<file path="config.mk">
export PLATFORM = sky130hd
export DESIGN_NAME = multiplier_seq
export DESIGN_NICKNAME = d
export VERILOG_FILES = /design/src/rtl/mul_pkg.sv /design/src/rtl/adder_nbit.sv /design/src/rtl/multiplier_seq.sv
export SDC_FILE = /design/constraint.sdc
export NUM_CORES = 1
export LEC_CHECK = 0
export BUFFER_PORTS_ARGS = -buffer_cell sky130_fd_sc_hd__buf_4
export CORE_MARGIN = 5
export CORE_UTILIZATION = 48
export DETAILED_ROUTE_END_ITERATION = 12
export PLACE_DENSITY = 0.76
export SYNTH_ARGS = -nofsm -noshare
export SYNTH_HDL_FRONTEND = slang
export SYNTH_HIERARCHICAL = 1
export SYNTH_SLANG_ARGS = --single-unit
</file>
<file path="constraint.sdc">
create_clock -name clk -period 11.6 [get_ports clk]
set_clock_uncertainty 0.15 [all_clocks]
set_input_delay 0 -clock clk [delete_from_list [all_inputs] [get_ports clk]]
set_output_delay 0 -clock clk [all_outputs]
set_load 0.01 [all_outputs]
</file>
<file path="src/rtl/mul_pkg.sv">
// Shared definitions for the sequential shift-and-add multiplier.
// Operand width, counter width and the controller state encoding.
package mul_pkg;

    localparam int MUL_W = 32;
    localparam int CNT_W = 6;

    typedef enum logic [1:0] {
        IDLE = 2'b00,
        RUN  = 2'b01,
        DONE = 2'b10
    } state_e;

endpackage

</file>
<file path="src/rtl/adder_nbit.sv">
// W-bit ripple-carry adder with carry-out.
// Carry-in is fixed at zero.
module adder_nbit #(
    parameter int W = 32
) (
    input  logic [W-1:0] a_i,
    input  logic [W-1:0] b_i,
    output logic [W-1:0] sum_o,
    output logic         co_o
);

    always_comb begin
        logic cy;
        cy    = 1'b0;
        sum_o = '0;
        for (int i = 0; i < W; i++) begin
            sum_o[i] = a_i[i] ^ b_i[i] ^ cy;
            cy       = (a_i[i] & b_i[i]) | (cy & (a_i[i] ^ b_i[i]));
        end
        co_o = cy;
    end

endmodule

</file>
<file path="src/rtl/multiplier_seq.sv">
// Unsigned W x W -> 2W shift-and-add multiplier, one multiplier bit per clock.
// start/busy/done handshake shared with the restoring divider controller.
module multiplier_seq
    import mul_pkg::*;
#(
    parameter int W = MUL_W
) (
    input  logic           clk,
    input  logic           r,
    input  logic           start,
    input  logic [W-1:0]   a,
    input  logic [W-1:0]   b,
    output logic           busy,
    output logic           done,
    output logic [2*W-1:0] product
);

    state_e             state_q;
    logic [W-1:0]       m_q;
    logic [2*W-1:0]     p_q;
    logic [2*W-1:0]     p_d;
    logic [CNT_W-1:0]   cnt_q;
    logic               busy_q;
    logic               done_q;
    logic [W-1:0]       addend_s;
    logic [W-1:0]       sum_s;
    logic               co_s;
    logic               last_s;

    assign addend_s = p_q[0] ? m_q : '0;

    adder_nbit #(.W(W)) u_add (
        .a_i   (p_q[2*W-1:W]),
        .b_i   (addend_s),
        .sum_o (sum_s),
        .co_o  (co_s)
    );

    // Carry re-enters at the top so the full 2W-bit product never overflows
    assign p_d    = {co_s, sum_s, p_q[W-1:1]};
    assign last_s = (cnt_q == CNT_W'(W - 1));

    always_ff @(posedge clk) begin
        if (r) begin
            state_q <= IDLE;
            m_q     <= '0;
            p_q     <= '0;
            cnt_q   <= '0;
            busy_q  <= 1'b0;
            done_q  <= 1'b0;
        end else begin
            case (state_q)
                IDLE: begin
                    if (start) begin
                        m_q     <= a;
                        p_q     <= {{W{1'b0}}, b};
                        cnt_q   <= '0;
                        busy_q  <= 1'b1;
                        state_q <= RUN;
                    end
                end
                RUN: begin
                    p_q   <= p_d;
                    cnt_q <= cnt_q + CNT_W'(1);
                    if (last_s) begin
                        busy_q  <= 1'b0;
                        done_q  <= 1'b1;
                        state_q <= DONE;
                    end
                end
                DONE: begin
                    done_q  <= 1'b0;
                    state_q <= IDLE;
                end
                default: begin
                    busy_q  <= 1'b0;
                    done_q  <= 1'b0;
                    state_q <= IDLE;
                end
            endcase
        end
    end

    assign busy    = busy_q;
    assign done    = done_q;
    assign product = p_q;

endmodule

</file>
==> metrics.cfg, run 1 <==
[logic_synthesis]
synthArstFlopShare=0
synth_area_per_cell_um2=9.39
synth_area_um2=5160
yosys-top-cells-area=dfxtp_1 41%, fa_1 12%, a21oi_1 6.2%
yosys.cell_types.count=35
ys.flop_type=dfxtp_1
synth_top_area_cell=dfxtp_1
synthTopCellsByCount=106 x dfxtp_1, 66 x nand2_1, 64 x a21oi_1
netlist_instances=549
yosysWarnings=6
seq_area_frac_synth=0.412
synth_most_common_cell=dfxtp_1
synth_nets=649
synth.top_cell.area_share=0.412
ys_ff_latch=106
synth_edf_count=0

[setup_path]
cp.arrival_ns=12.05
endpoint_kind=flop
crit_top_cell=fa_2
critPathKind=reg2reg
critPathMaxFanout=4
worst_setup_path_start_kind=flop
slowest_stage=fa_2
crit_required_ns=11.77
critPathMaxStageDelay_ns=0.42

[sta]
setup_ws_ns=-0.283
setup_violations=2
max_freq_ghz=0.0842
fin_setup_tns_ns=-0.417
period_needed_ns=11.88
rsz0062_at_grt=true
post-route-period-util=1.02
relSlewSlack=0.200
drv_slew=0
worstMarginPinSlew_ns=1.20
hold_viol=0

[placed_design]
port_buffers=132
place.gp.congestion=0.814
place_inst=781
place_hpwl_um=8180

[drt]
ant_nets=0
first_iter_violations=245
avgRoutedWirePerCell_um=15.2
num_vias=4424
drc=0
firstDrtPassIters=4
routed_wl_um=13100
routed_via_density=5.13

[floorplanning]
die-area_um2=12900
die-width_um=114
dieHeight_um=114
start_util=0.495
row_count=37
ios=133
core_area_um2=10400

[cts]
htreeDepth=3
clk_pin_slew_ns=0.11
cts_made_buffers=9
cts_tree=built
cts_sinks=106
cts.path.max_buffers=2
worstSkewPairLatency_ns=0.38
clock-root-buffer=clkbuf_8

[global_routing]
grt_pass1_vias=4586
antenna_found_initial=0
grt.total_usage=0.208
overflow=0
grt_max_degree=77
grt_pass1_wl_um=22000

[power_and_ir_drop]
switching_share=0.267
powerDensity_nw_per_um2=118
power_switching_mw=0.223
p_int_mw=0.613
p_leak_nw=3.05
p_comb_frac=0.183
power.share.clock=0.327
p_seq_frac=0.490
peakVddDrop_v=0.0000758

[cells_and_area]
area_growth_pct=37.5
nets=821
n_antenna_cell=0
final_cells=862
drive_above_1_share=0.281

[run]
maxCapViolCount=0

[status]
outcome=complete, but fails checks
violations=setup timing

[min_path]
hold_path.class=in2reg

## routing by layer
metal  up-vias  GRT usage  routed length (um)
met3        21     0.0472                 730
met2       112      0.357                6710
met4         0     0.0697                 225
met5         -          0                   0
met1      2107      0.257                5460
li1       2184          -                   -
## critical path: cells and delay by family, from the launching register on
kind / cells / cell delay [ns]
AO/OA/AOI/OAI: 1 / 0.11
adder cells (fa/ha/maj): 32 / 10.83
buffers and inverters: 4 / 0.23
flip-flops: 1 / 0.37
AND/OR/NAND/NOR: 1 / 0.14
## sequential cells by signal, summed over array words and instances, names as in the netlist
register,cells
state_q,2
product,64
busy,1
done,1
m_q,32
cnt_q,6
## layout by cell type (no fill, tap or decap), types with 9 or more instances in the layout
master,count
nand2_1,66
a21oi_1,64
nor3_1,32
clkbuf_8,9
nand2b_1,33
or3b_1,33
fa_2,31
buf_4,141
and2_1,32
dlygate4sd3_1,64
nor2_1,36
a22o_1,35
dfxtp_1,104
## cell families (layout without fill, tap and decap cells)
group,Yosys count,count (layout),synth area share
AO/OA/AOI/OAI,105,105,0.132
XOR/XNOR,1,1,0.00170
adder cells (fa/ha/maj),33,33,0.125
buffers and inverters,55,232,0.0611
flip-flops,106,106,0.412
multiplexers,3,3,0.00631
AND/OR/NAND/NOR,246,246,0.262
## power groups by stage
| stage | sequential, mW | combinational, mW | clock [mW] |
|---|---|---|---|
| after global routing | 0.414 | 0.170 | 0.296 |
| after floorplan | 0.414 | 0.0854 | 0 |
| after CTS | 0.410 | 0.153 | 0.279 |
| after detailed placement | 0.418 | 0.135 | 0 |
| final | 0.410 | 0.153 | 0.273 |
| after global placement | 0.417 | 0.132 | 0 |
## final cells by class
cell class | instances | area [um2]
flip-flops and latches | 106 | 2130
inverters | 11 | 41.3
clock inverters | 7 | 118
multi-input cells | 388 | 2810
well taps | 136 | 170
fillers | 794 | 3330
repair buffers | 205 | 1700
clock buffers | 9 | 124
## worst paths after layout
check,slack [ns],cells past startpoint,start,endpoint
setup / recovery,-0.28,38,product[0]$_SDFFE_PP0P_,product[62]$_SDFFE_PP0P_
hold / removal,0.07,4,start,m_q[9]$_SDFFE_PP0P_
setup reg to reg,-0.28,38,product[0]$_SDFFE_PP0P_,product[62]$_SDFFE_PP0P_
hold reg to reg,0.31,2,m_q[7]$_SDFFE_PP0P_,m_q[7]$_SDFFE_PP0P_
## through the flow
step | power (mW) | utilization | hold WS (ns) | area [um2] | setup slack [ns]
floorplan | 0.500 | - | -0.0140 | 5240 | -0.115
global placement | 0.548 | 0.593 | 0.106 | 6180 | -0.198
detailed placement | 0.553 | 0.593 | 0.106 | 6180 | -0.261
CTS | 0.842 | 0.681 | 0.0429 | 7090 | -0.272
global route | 0.880 | 0.681 | 0.0776 | 7090 | -0.520
finish | 0.836 | 0.681 | 0.0706 | 7090 | -0.283
## repair_timing
action | CTS | global route
endpoints found under the hold margin | 64 | 0
setup buffers | 1 | 0
hold buffers | 64 | 0
gates cloned | 0 | 0
endpoints found under the setup margin | 2 | 3
gates resized for setup | 9 | 1
No activity file was read; power rests on OpenSTA's default activity.
==> run 2: changes to the inputs <==
- PLACE_DENSITY: 0.76 -> default
- PLACE_DENSITY_LB_ADDON: default -> 0.08
==> run 2 against run 1 <==
Net effect: the run still ends with setup timing left; hold slack worse by 0.0094 ns; sequential cell count unchanged; global-route usage down 0.14 points; maximum frequency about the same; combinational power up 4%; sequential power down 1%; register-to-register slack about the same; largest cell class unchanged; highest routed layer unchanged.
==> metrics.cfg, run 2 (synthesized netlist as in run 1, its figures left out) <==
[status]
outcome=complete, but fails checks
violations=setup timing

[drt]
num_vias=4419
routed_via_density=5.13
first_iter_violations=219
drc=0
firstDrtPassIters=5
ant_nets=0
avgRoutedWirePerCell_um=15.4
routed_wl_um=13300

[cts]
clk_pin_slew_ns=0.11
cts.path.max_buffers=2
cts_made_buffers=9
cts_sinks=106
cts_tree=built
worstSkewPairLatency_ns=0.37
htreeDepth=3
clock-root-buffer=clkbuf_8

[global_routing]
globalRouteMet1Util=0.270
grt_max_degree=77
grt.total_usage=0.206
grt_pass1_vias=4484
grt_use_met3=0.0313
use_met2=0.346
antenna_found_initial=0
overflow=0
grt_pass1_wl_um=21900
busiest_layer=met2

[cells_and_area]
multi_input_area_um2=2810
final_common_cell=buf_4
final_cells=862
area_growth_pct=36.8
n_antenna_cell=0
final_cell_mix=141 x buf_4, 103 x dfxtp_1, 66 x nand2_1, 64 x a21oi_1, 64 x dlygate4sd3_1
ff_latch_area_um2=2130
drive_above_1_share=0.278
largest_reg_flops=64
nets=821
nFillCells=834

[sta]
drv_slew=0
setup_violations=2
post-route-period-util=1.02
max_freq_ghz=0.0842
setup_ws_ns=-0.283
period_needed_ns=11.88
relSlewSlack=0.424
fin_hold_ws_ns=0.0612
fin_setup_tns_ns=-0.418
worstMarginPinSlew_ns=0.862
rsz0062_at_grt=true
hold_viol=0

[setup_path]
regToRegSetupSlack_ns=-0.28
cp.arrival_ns=12.05
critPathKind=reg2reg
crit_path_end=product[62]$_SDFFE_PP0P_
r2r_end=product[62]$_SDFFE_PP0P_
critPathMaxStageDelay_ns=0.39
rr_startpoint=m_q[0]$_SDFFE_PP0P_
path_buf_inv=4
worst_setup_path_start_kind=flop
crit_start=m_q[0]$_SDFFE_PP0P_
crit_top_cell=fa_2
r2r_cells=38
slowest_stage=fa_1
critPathMaxFanout=2
endpoint_kind=flop
cp.depth=38
crit_required_ns=11.77
cp_top_family=adder cells

[floorplanning]
die-width_um=114
die-area_um2=12900
ios=133
start_util=0.495
row_count=37
dieHeight_um=114
core_area_um2=10400

[placed_design]
port_buffers=132
place_hpwl_um=8460
place_ws_ns=-0.273
place_inst=781
place.gp.congestion=0.762

[power_and_ir_drop]
peakVddDrop_v=0.0000634
p_leak_nw=3.05
powerDensity_nw_per_um2=114

[run]
maxCapViolCount=0

[min_path]
hold_path.class=in2reg
min_from=r

-- run 2: cell count changes in the layout (fill, tap and decap cells not counted) --
| cell | delta |
|---|---|
| bufinv_16 | -2 |
| clkinv_4 | +2 |
| clkinvlp_4 | -3 |
| dfxtp_1 | -1 |
| dfxtp_2 | +1 |
| fa_1 | +1 |
| fa_2 | -1 |
| inv_1 | +2 |
| inv_2 | -2 |
| inv_6 | +1 |
| inv_8 | +2 |
-- run 2: how the worst min path moves through the flow --
| stage | slack (ns) | cells past startpoint | to |
|---|---|---|---|
| 6_report | 0.06 | 2 | cnt_q[0]$_SDFFE_PP0P_ |
| 3_5_place_dp | 0.11 | 3 | m_q[30]$_SDFFE_PP0P_ |
| 5_1_grt | 0.1 | 2 | cnt_q[0]$_SDFFE_PP0P_ |
| 4_1_cts | 0.06 | 2 | cnt_q[0]$_SDFFE_PP0P_ |
| 3_3_place_gp | 0.10 | 3 | m_q[30]$_SDFFE_PP0P_ |
| 2_1_floorplan | -0.01 | 2 | m_q[0]$_SDFFE_PP0P_ |
-- run 2: layout make-up --
class / count / area share
timing repair buffer: 205 / 0.241
inverter: 11 / 0.00585
clock buffer: 9 / 0.0176
multi-input combinational: 388 / 0.398
tap: 136 / 0.0241
sequential: 106 / 0.302
clock inverter: 7 / 0.0119
-- run 2: timing repair --
action,CTS,global route
resized for setup,3,5
endpoints found under the hold margin,64,0
hold buffers,64,0
setup buffers,1,0
setup endpoints to repair,3,3
gates cloned,0,0
-- run 2: report_power, final --
group          total, mW  internal (mW)  switching, mW  leakage [nW]
registers          0.405          0.387         0.0181         0.869
logic              0.159         0.0829         0.0760          2.07
clock network      0.240          0.104          0.136         0.108
-- run 2: layer usage --
| layer | vias to the layer above | part of all wire |
|---|---|---|
| met5 | - | 0 |
| met4 | 0 | 0.028 |
| met3 | 26 | 0.046 |
| met2 | 105 | 0.49 |
| met1 | 2107 | 0.43 |
| li1 | 2181 | - |
-- run 2: worst reg2reg max path: cells and delay by family, from the launching register on --
kind	cells	cell delay (ns)
buf+inv	4	0.22
compound gates	1	0.12
simple gates	1	0.15
fa+ha+maj	32	10.83
flops	1	0.33
-- run 2: stage by stage --
| stage | utilization | instance area, um2 | power [mW] |
|---|---|---|---|
| floorplan | - | 5240 | 0.500 |
| global placement | 0.593 | 6180 | 0.550 |
| detailed placement | 0.593 | 6180 | 0.554 |
| CTS | 0.676 | 7040 | 0.810 |
| global route | 0.677 | 7060 | 0.846 |
| finish | 0.677 | 7060 | 0.805 |
==> run 3: changes to the inputs <==
- SETUP_SLACK_MARGIN: default -> 0.2
==> run 3 against run 2 <==
Net effect: the run still ends with setup timing left; design area fell by 0.43%; sequential power rose by 1%; count of clock-buffer cells in the layout rose by 2; die area did not move; first-iteration DRC count rose by 30%; wire length fell by 1.6%; critical path type unchanged.
==> metrics.cfg, run 3 (synthesized netlist as in run 1, its figures left out) <==
[status]
outcome=complete, but fails checks
violations=setup timing

[sta]
period_needed_ns=11.91
relSlewSlack=0.223
hold_viol=0
rsz0062_at_grt=true
setup_violations=2
worstMarginPinSlew_ns=1.16
setup_ws_ns=-0.309
post-route-period-util=1.03
max_freq_ghz=0.0840
drv_slew=0

[cells_and_area]
fin_area_um2=7030
n_antenna_cell=0
ff_latch_area_um2=2130
final_cells=861
area_growth_pct=36.3
final_common_cell=buf_4
final_cell_mix=140 x buf_4, 104 x dfxtp_1, 66 x nand2_1, 64 x a21oi_1, 64 x dlygate4sd3_1
nFillCells=843
multi_input_area_um2=2810
nets=820
drive_above_1_share=0.274
largest_reg_flops=64

[placed_design]
place_ws_ns=-0.319
port_buffers=132
place.gp.congestion=0.739
dpl_cell_area_um2=6180
place_inst=780
place_hpwl_um=8610

[drt]
drc=0
avgRoutedWirePerCell_um=15.2
firstDrtPassIters=4
first_iter_violations=284
num_vias=4445
routed_wl_um=13100
ant_nets=0
routed_via_density=5.16

[setup_path]
critPathKind=reg2reg
regToRegSetupSlack_ns=-0.31
worst_setup_path_start_kind=flop
path_buf_inv=4
crit_required_ns=11.76
critPathMaxStageDelay_ns=0.40
cp.arrival_ns=12.07
rr_startpoint=product[0]$_SDFFE_PP0P_
r2r_cells=38
cp_top_family=adder cells
crit_top_cell=fa_2
slowest_stage=fa_1
critPathMaxFanout=3
r2r_end=product[62]$_SDFFE_PP0P_
endpoint_kind=flop

[min_path]
holdPathStages=2
hold_path.class=in2reg
whs_endpoint=m_q[28]$_SDFFE_PP0P_
min_from=r

[cts]
cts_sinks=106
cts_made_buffers=9
clock-root-buffer=clkbuf_8
worstSkewPairLatency_ns=0.36
htreeDepth=3
clk_pin_slew_ns=0.11
cts_tree=built
cts.path.max_buffers=2

[global_routing]
overflow=0
grt_max_degree=77
grt_pass1_vias=4520
antenna_found_initial=0
grt_pass1_wl_um=21900
grt.total_usage=0.205

[power_and_ir_drop]
power.share.clock=0.280
p_int_mw=0.557
switching_share=0.287
powerDensity_nw_per_um2=111
power_switching_mw=0.225
p_leak_nw=3.03
p_comb_frac=0.197
peakVddDrop_v=0.0000674
p_seq_frac=0.523
total_power_mw=0.782

[run]
maxCapViolCount=0

[floorplanning]
start_util=0.495
die-width_um=114
dieHeight_um=114
ios=133
core_area_um2=10400
row_count=37
die-area_um2=12900

==> run 3: cell types whose count changed in the layout (fill, tap and decap cells not counted), sizes merged <==
cell / previous run / this run
clkinvlp: 0 / 1
clkinv: 3 / 1
bufinv: 1 / 0
clkbuf: 9 / 11
buf: 141 / 140
==> run 3: per-layer routing <==
metal  up-vias  track usage  share of wire
met4         0       0.0441          0.013
met2       111        0.362           0.52
met3        14       0.0493          0.055
met1      2145        0.255           0.41
met5         -            0              0
li1       2175            -              -
==> run 3: power by group through the flow <==
stage | Combinational (mW) | Clock [mW] | Sequential [mW]
floorplan | 0.0854 | 0 | 0.414
global placement | 0.134 | 0 | 0.417
detailed placement | 0.137 | 0 | 0.418
CTS | 0.155 | 0.226 | 0.409
global route | 0.171 | 0.241 | 0.414
finish | 0.154 | 0.219 | 0.409
==> run 3: metrics by stage <==
stage / hold WS, ns / util / TNS (ns)
3_5_place_dp: 0.110 / 0.593 / -0.492
5_1_grt: 0.104 / 0.674 / -1.21
6_report: 0.0666 / 0.674 / -0.451
2_1_floorplan: -0.0140 / - / -0.0820
4_1_cts: 0.0673 / 0.674 / -0.480
3_3_place_gp: 0.0992 / 0.593 / -0.161
==> run 3: timing repair <==
| item | CTS | global route |
|---|---|---|
| endpoints found under the setup margin | 3 | 4 |
| hold endpoints to repair | 64 | 0 |
| pin swaps | 0 | 0 |
| buffers inserted | 1 | 0 |
| gates resized for setup | 4 | 0 |
| hold buffers | 64 | 0 |
==> run 3: area by class of cell <==
cell class,count,area share
tap,136,0.0242
clock buffer,11,0.0201
clock inverter,5,0.00641
sequential,106,0.303
timing repair buffer,204,0.241
multi-input combinational,388,0.400
inverter,11,0.00588
==> run 3: worst max-delay path by stage <==
stage / to / cells after the start / slack [ns] / from
detailed placement: product[62]$_SDFFE_PP0P_ / 38 / -0.32 / product[0]$_SDFFE_PP0P_
floorplan: product[62]$_SDFFE_PP0P_ / 39 / -0.08 / product[0]$_SDFFE_PP0P_
global route: product[62]$_SDFFE_PP0P_ / 38 / -0.58 / product[0]$_SDFFE_PP0P_
CTS: product[62]$_SDFFE_PP0P_ / 38 / -0.32 / product[0]$_SDFFE_PP0P_
finish: product[62]$_SDFFE_PP0P_ / 38 / -0.31 / product[0]$_SDFFE_PP0P_
global placement: product[62]$_SDFFE_PP0P_ / 38 / -0.15 / product[0]$_SDFFE_PP0P_
